--- config.mk ---
export PLATFORM = sky130hd
export DESIGN_NAME = wb_arbiter
export DESIGN_NICKNAME = d
export VERILOG_FILES = /design/src/rtl/wb_arbiter.sv
export SDC_FILE = /design/constraint.sdc
export NUM_CORES = 1
export LEC_CHECK = 0
export BUFFER_PORTS_ARGS = -buffer_cell sky130_fd_sc_hd__buf_2
export CAP_MARGIN = 20
export CORE_MARGIN = 1.5
export CORE_UTILIZATION = 32
export CTS_CLUSTER_SIZE = 16
export DETAILED_ROUTE_END_ITERATION = 6
export PLACE_DENSITY_LB_ADDON = 0.08
export SYNTH_ARGS = -nofsm -noshare
export SYNTH_HDL_FRONTEND = slang
export SYNTH_SLANG_ARGS = --single-unit
--- constraint.sdc ---
create_clock -name clk -period 9 [get_ports clk]
set_input_delay 1.8 -clock clk [delete_from_list [all_inputs] [get_ports clk]]
set_output_delay 1.8 -clock clk [all_outputs]
set_load 0.03 [all_outputs]
--- src/rtl/wb_arbiter.sv ---
// Writeback arbiter: shares the single ROB/PRF write port between N_REQ execute units,
// granting the oldest pending result (ROB age from ROB_h) and dropping squashed results.
module wb_arbiter #(
  parameter int N_REQ = 3,
  parameter int DW    = 32,
  parameter int IDXW  = 3,
  parameter int PRW   = 7
) (
  input  logic                   clk,
  input  logic                   rst,
  input  logic [N_REQ-1:0]       req_valid,
  output logic [N_REQ-1:0]       req_ready,
  input  logic [N_REQ*DW-1:0]    req_data,
  input  logic [N_REQ*IDXW-1:0]  req_rob_idx,
  input  logic [N_REQ*PRW-1:0]   req_P_rd,
  input  logic [IDXW-1:0]        ROB_h,
  input  logic                   mispredict,
  input  logic [2**IDXW-1:0]     flush_mask,
  output logic                   WB_valid,
  output logic [DW-1:0]          WB_data,
  output logic [IDXW-1:0]        WB_rob_idx,
  output logic [PRW-1:0]         WB_P_rd,
  output logic [15:0]            drop_cnt
);

  localparam int CW = $clog2(N_REQ + 2);

  logic [N_REQ-1:0] slot_v;
  logic [DW-1:0]    slot_data [N_REQ];
  logic [IDXW-1:0]  slot_idx  [N_REQ];
  logic [PRW-1:0]   slot_prd  [N_REQ];

  logic             wb_v_r;
  logic [DW-1:0]    wb_data_r;
  logic [IDXW-1:0]  wb_idx_r;
  logic [PRW-1:0]   wb_prd_r;
  logic [15:0]      drop_cnt_r;

  logic [N_REQ-1:0] cand_v;
  logic [N_REQ-1:0] cand_flush;
  logic [N_REQ-1:0] cand_live;
  logic [DW-1:0]    cand_data [N_REQ];
  logic [IDXW-1:0]  cand_idx  [N_REQ];
  logic [PRW-1:0]   cand_prd  [N_REQ];
  logic [IDXW-1:0]  cand_age  [N_REQ];

  logic             win_any;
  logic [N_REQ-1:0] win_onehot;
  logic [IDXW-1:0]  best_age;
  logic [DW-1:0]    win_data;
  logic [IDXW-1:0]  win_idx;
  logic [PRW-1:0]   win_prd;

  logic             out_kill;
  logic [CW-1:0]    drop_inc;
  logic [16:0]      drop_sum;
  logic [15:0]      drop_next;

  // A held slot takes precedence over the live request; a full slot keeps ready low anyway.
  always_comb begin
    for (int i = 0; i < N_REQ; i++) begin
      cand_v[i]     = slot_v[i] | req_valid[i];
      cand_data[i]  = slot_v[i] ? slot_data[i] : req_data[i*DW +: DW];
      cand_idx[i]   = slot_v[i] ? slot_idx[i]  : req_rob_idx[i*IDXW +: IDXW];
      cand_prd[i]   = slot_v[i] ? slot_prd[i]  : req_P_rd[i*PRW +: PRW];
      cand_flush[i] = cand_v[i] & mispredict & flush_mask[cand_idx[i]];
      cand_live[i]  = cand_v[i] & ~cand_flush[i];
      cand_age[i]   = cand_idx[i] - ROB_h;
    end
  end

  // Strict less-than keeps the lowest requester on an age tie.
  always_comb begin
    win_any    = 1'b0;
    win_onehot = '0;
    best_age   = '1;
    for (int i = 0; i < N_REQ; i++) begin
      if (cand_live[i] && (!win_any || cand_age[i] < best_age)) begin
        win_any    = 1'b1;
        win_onehot = '0;
        win_onehot[i] = 1'b1;
        best_age   = cand_age[i];
      end
    end
  end

  always_comb begin
    win_data = '0;
    win_idx  = '0;
    win_prd  = '0;
    for (int i = 0; i < N_REQ; i++) begin
      if (win_onehot[i]) begin
        win_data = cand_data[i];
        win_idx  = cand_idx[i];
        win_prd  = cand_prd[i];
      end
    end
  end

  // Drops include flushed candidates plus a squashed result already sitting on the output.
  always_comb begin
    out_kill = wb_v_r & mispredict & flush_mask[wb_idx_r];
    drop_inc = CW'(out_kill);
    for (int i = 0; i < N_REQ; i++) begin
      drop_inc = drop_inc + CW'(cand_flush[i]);
    end
    drop_sum  = 17'(drop_cnt_r) + 17'(drop_inc);
    drop_next = drop_sum[16] ? 16'hFFFF : drop_sum[15:0];
  end

  always_ff @(posedge clk) begin
    if (rst) begin
      slot_v     <= '0;
      wb_v_r     <= 1'b0;
      wb_data_r  <= '0;
      wb_idx_r   <= '0;
      wb_prd_r   <= '0;
      drop_cnt_r <= '0;
      for (int i = 0; i < N_REQ; i++) begin
        slot_data[i] <= '0;
        slot_idx[i]  <= '0;
        slot_prd[i]  <= '0;
      end
    end else begin
      for (int i = 0; i < N_REQ; i++) begin
        if (slot_v[i]) begin
          if (cand_flush[i] || win_onehot[i]) slot_v[i] <= 1'b0;
        end else if (req_valid[i] && !cand_flush[i] && !win_onehot[i]) begin
          slot_v[i]    <= 1'b1;
          slot_data[i] <= req_data[i*DW +: DW];
          slot_idx[i]  <= req_rob_idx[i*IDXW +: IDXW];
          slot_prd[i]  <= req_P_rd[i*PRW +: PRW];
        end
      end
      wb_v_r <= win_any;
      if (win_any) begin
        wb_data_r <= win_data;
        wb_idx_r  <= win_idx;
        wb_prd_r  <= win_prd;
      end
      drop_cnt_r <= drop_next;
    end
  end

  assign req_ready  = rst ? '0 : ~slot_v;
  assign WB_valid   = wb_v_r & ~(mispredict & flush_mask[wb_idx_r]);
  assign WB_data    = wb_data_r;
  assign WB_rob_idx = wb_idx_r;
  assign WB_P_rd    = wb_prd_r;
  assign drop_cnt   = drop_cnt_r;

endmodule
# == Yosys cells after proc, flatten, opt, wreduce, memory -nomap -nowiden ==
# Memories as Yosys holds them, arrays and structs flattened.
# Index checks and enable logic that the tools add are counted.
# word_totals
ff_bits,62
elab_cells,138
ramBits,126
in_bits,143
mem_count,3
out_inout_bits,62
# memory_table
name,words,width,read_ports,rd_ports_with_merged_regs,wr,line,source
slot_data,3,32,3,0,3,29,logic [DW-1:0] slot_data [N_REQ];
slot_prd,3,7,3,0,3,31,logic [PRW-1:0] slot_prd [N_REQ];
slot_idx,3,3,3,0,3,30,logic [IDXW-1:0] slot_idx [N_REQ];
# op_classes
n_mux,65
addsub,7
n_reduce_logical,21
bitwise_logic,30
n_lt_le_gt_ge,6
# op_table
cell,count
$mux 32,9
$mux 7,9
$mux 3,14
$mux 1,28
$add 16x3->17,1
$lt 3x4->1 const B,4
$mux 16,1
$and 1x1->1,13
$bmux 1 s3,4
$or 1x1->1,12
$sub 3x3->3,3
$logic_and 1x1->1,8
$logic_not 1->1,8
$lt 3x3->1,2
$logic_or 1x1->1,5
$not 1->1,4
$add 2x1->3,1
$add 3x1->3,1
$not 3->3,1
$add 1x1->2,1

# == Logic depth before layout (Yosys ltp) ==
# An unclocked memory read counts as a cell.
# logic_depth
ltp_word,23
ltp_mapped,24

# == Least setup slack after synthesis ==
# No wires, ideal clock.
# synth_path
path_type,input to register
startpoint,in req_rob_idx[0]
endpoint,mem slot_data[2][0] (netlist: slot_data[0][64]) (enable)
arrival_time_ps,6608
path_slack_ps,1994
cell_stages,19
n_path_buf,4
setup_time_ps,398
required_time_ps,8602
path_cell_list,mux2i_1 > mux4_2 > o21ai_1 > o21ai_1 > buf_2 > clkbuf_1 > nor2_1 > ha_1 > a21oi_1 > o21ai_1 > buf_2 > clkbuf_1 > nand2_1 > o21ai_0 > ha_1 > nand2_1 > a221o_1 > a31oi_2 > a21o_1
# synth_lines
item,line,source
"start, declared",14,"input logic [N_REQ*IDXW-1:0] req_rob_idx,"
"end, declared",29,

==> metrics <==
status completed; Worst-Skew Late Latency 430 ps; CTS buffer count 17; worst hold path type reg -> reg; hold-fix buffers at CTS 0; Worst Setup Start Kind primary input; RSZ-0062 raised after global routing false; Async SR Flop Fraction 0%; compound-cell area share of the yosys netlist 21.5%; wire length on met1 13,600 µm; Synth warnings 0; Synth Area in XOR/XNOR 1.47%; Power Internal 0.00197 W; Reg area 0.00503 mm²; Initial Util 32.8%; most common cell after layout, fill and taps aside buf_2; Design Area, Final 0.0121 mm²; critical path's slowest cell mux4_2; max incr delay on CP 560 ps; CP arrival 7330 ps; Fmax 138 MHz; Crit path top cell by count buf_4; Clock transition at path regs 70 ps; ys flop type edfxtp_1; DIE HEIGHT 181 µm; Setup Total Neg Slack 0 ps; Rel. slew slack 40.7%; Layout Nets 1,192; Root Driver clkbuf_16; Detail Route Antenna Nets 0; pin count of the biggest net entering global routing 76; CTS tree built; met2 wire len 14,200 µm; drt first pass iters 4; endpoints failing setup 0; Post CTS Setup Buffer Count 0; Ports 205; Clk network pwr share 25.0%; Cells after Synth 872; met3 WL 1270 µm; die span in x 181 µm; synth unique cells 58; Final Hold Fails 0; drt wl/cell 20.3 µm; H-tree levels 4; vias per cell 5.25; die area 0.0327 mm²; GP Congestion 0.771; Overall Global Routing Usage 18.2%; iteration-0 DRC count of the detailed router 515; via count 7,606; Layout fillers 3,070; Multi-input gate area 0.00472 mm²; post-synthesis mux area share 14.9%; Post-Synth Adder-Cell Area 2.18%; #FFs+latches synth 188; combinational share of power 33.1%; row cnt 64; Slew Limit Fails 0; fin crit share 80.4%; Worst EP required 9090 ps; Syn Std Cell Area 0.0101 mm²; Max Used Layer met5; crit path max fanout 47; Min Clock Period, post-route 7240 ps; gr ovfl total 0; clk_skew 10.9 ps; Peak VDD IR 118 µV; Resize count post-CTS 0; vias in the first global route 7,768; initial antenna violation count 7; clk sinks 188; Synth Net Count 1,029; Port Buf Inserts 204; critical-path cell list buf_2 -> mux2i_1 -> mux4_2 -> o21ai_1 -> o21ai_4 -> buf_4 -> nor2_1 -> ha_1 -> a21oi_1 -> o21ai_4 -> buf_4 -> nand2_1 -> o21ai_0 -> ha_1 -> nand2_1 -> a221o_1 -> a31oi_2 -> a21o_2 -> buf_4; CTS max path bufs 2; core box area 0.0308 mm²; post-synthesis sequential area ratio 49.7%; power per cell area 254 mW/mm²; element type at the critical path end flip-flop; Max-Cap Viols 0; Final HPWL DP 18,900 µm; CP Class in -> reg; placed cell area 0.0114 mm²; global-route wire length before repair 45,900 µm; synthesized area per cell 11.6 µm²; Syn-to-layout area delta 19.4%; final wirelength 29,400 µm; drc violations 0; share of cells above drive strength 1 31.2%; largest family of logic cells by synthesized area compound AO/OA/AOI/OAI gates; Switch Pwr 0.00110 W; Flop pwr share 41.9%; Post-synth EDFFs 126; most frequent cells in the layout buf_2, edfxtp_1, mux2i_1; Leak Pwr 4.57 nW; simple-gate share of the synthesized area 6.12%; Sw Ratio 35.8%; Worst Tran Pin Value 889 ps
[cells by family after synthesis]
group | count (synthesis)
adder cells (fa/ha/maj) | 14
multiplexers | 138
AO/OA/AOI/OAI | 303
XOR/XNOR | 17
AND/OR/NAND/NOR | 124
flip-flops | 188
buffers and inverters | 88
[cells in the mapped netlist, drive strengths merged, types with 5 or more instances]
cell / number / area share (%)
fa: 6 / 1.2
edfxtp: 126 / 37
inv: 14 / 0.52
nand2b: 5 / 0.31
nor2b: 6 / 0.37
mux2: 41 / 4.6
nor3b: 5 / 0.37
buf: 24 / 1.7
mux2i: 91 / 9.0
mux4: 6 / 1.3
a21boi: 127 / 9.4
o21ai: 87 / 4.3
and3: 10 / 0.62
nor2: 22 / 0.82
o221ai: 38 / 3.8
a21oi: 20 / 1.0
ha: 8 / 0.99
xor2: 5 / 0.43
nor3: 5 / 0.25
dfxtp: 62 / 12
clkbuf: 50 / 1.9
xnor2: 12 / 1.0
nand3: 8 / 0.40
a211o: 5 / 0.43
nand2: 48 / 1.8
[final cells by class]
cell class	instances	area share [%]
Sequential cell	188	41.7
Multi-Input combinational cell	596	39.0
Timing Repair Buffer	218	9.70
Clock buffer	25	4.57
Tap cell	396	4.10
Inverter	14	0.435
Clock inverter	7	0.363
Antenna cell	5	0.104
[through the flow]
step	setup slack (ps)	util [%]	total power [W]	cells	hold WS, ps
after floorplan	1990	-	0.00200	872	530
after global placement	1390	37.1	0.00232	1411	444
after detailed placement	1230	37.1	0.00233	1411	446
after CTS	1680	39.0	0.00311	1443	464
after global routing	1220	39.1	0.00326	1446	499
final	1760	39.2	0.00307	1449	460
[worst max-delay path, delay by kind of cell]
kind,cells,cell delay (ps)
mux,2,940
buf+inv,4,1120
fa+ha+maj,2,620
compound gates,8,2390
simple gates,3,380
[worst paths after layout]
check | from | endpoint | slack [ps] | cells after the start
setup reg to reg | slot_v[0] | slot_prd[0][14] | 2170 | 18
hold / removal | WB_data[6] | WB_data[6] | 460 | 2
setup / recovery | req_rob_idx[0] | slot_prd[0][14] | 1760 | 19
hold reg to reg | WB_data[6] | WB_data[6] | 460 | 2
[state kept, by name, indices dropped and copies added (netlist names)]
signal / flops
WB_data: 32
slot_data: 96
slot_prd: 21
drop_cnt: 16
WB_P_rd: 7
slot_idx: 9
WB_rob_idx: 3
slot_v: 3
wb_v_r: 1
[power groups by stage]
| stage | logic, W | registers [W] | clock network (W) |
|---|---|---|---|
| 2_1_floorplan | 0.000610 | 0.00139 | 0 |
| 3_3_place_gp | 0.00102 | 0.00131 | 0 |
| 3_5_place_dp | 0.00102 | 0.00130 | 0 |
| 4_1_cts | 0.00103 | 0.00129 | 0.000795 |
| 5_1_grt | 0.00112 | 0.00131 | 0.000822 |
| 6_report | 0.00102 | 0.00129 | 0.000769 |
[layer usage]
| layer | track usage, % | vias to the layer above |
|---|---|---|
| met4 | 4.34 | 6 |
| met1 | 24.5 | 3771 |
| met3 | 3.73 | 18 |
| li1 | - | 3650 |
| met2 | 30.1 | 161 |
| met5 | 0 | - |
No activity file was read; power rests on OpenSTA's default activity.
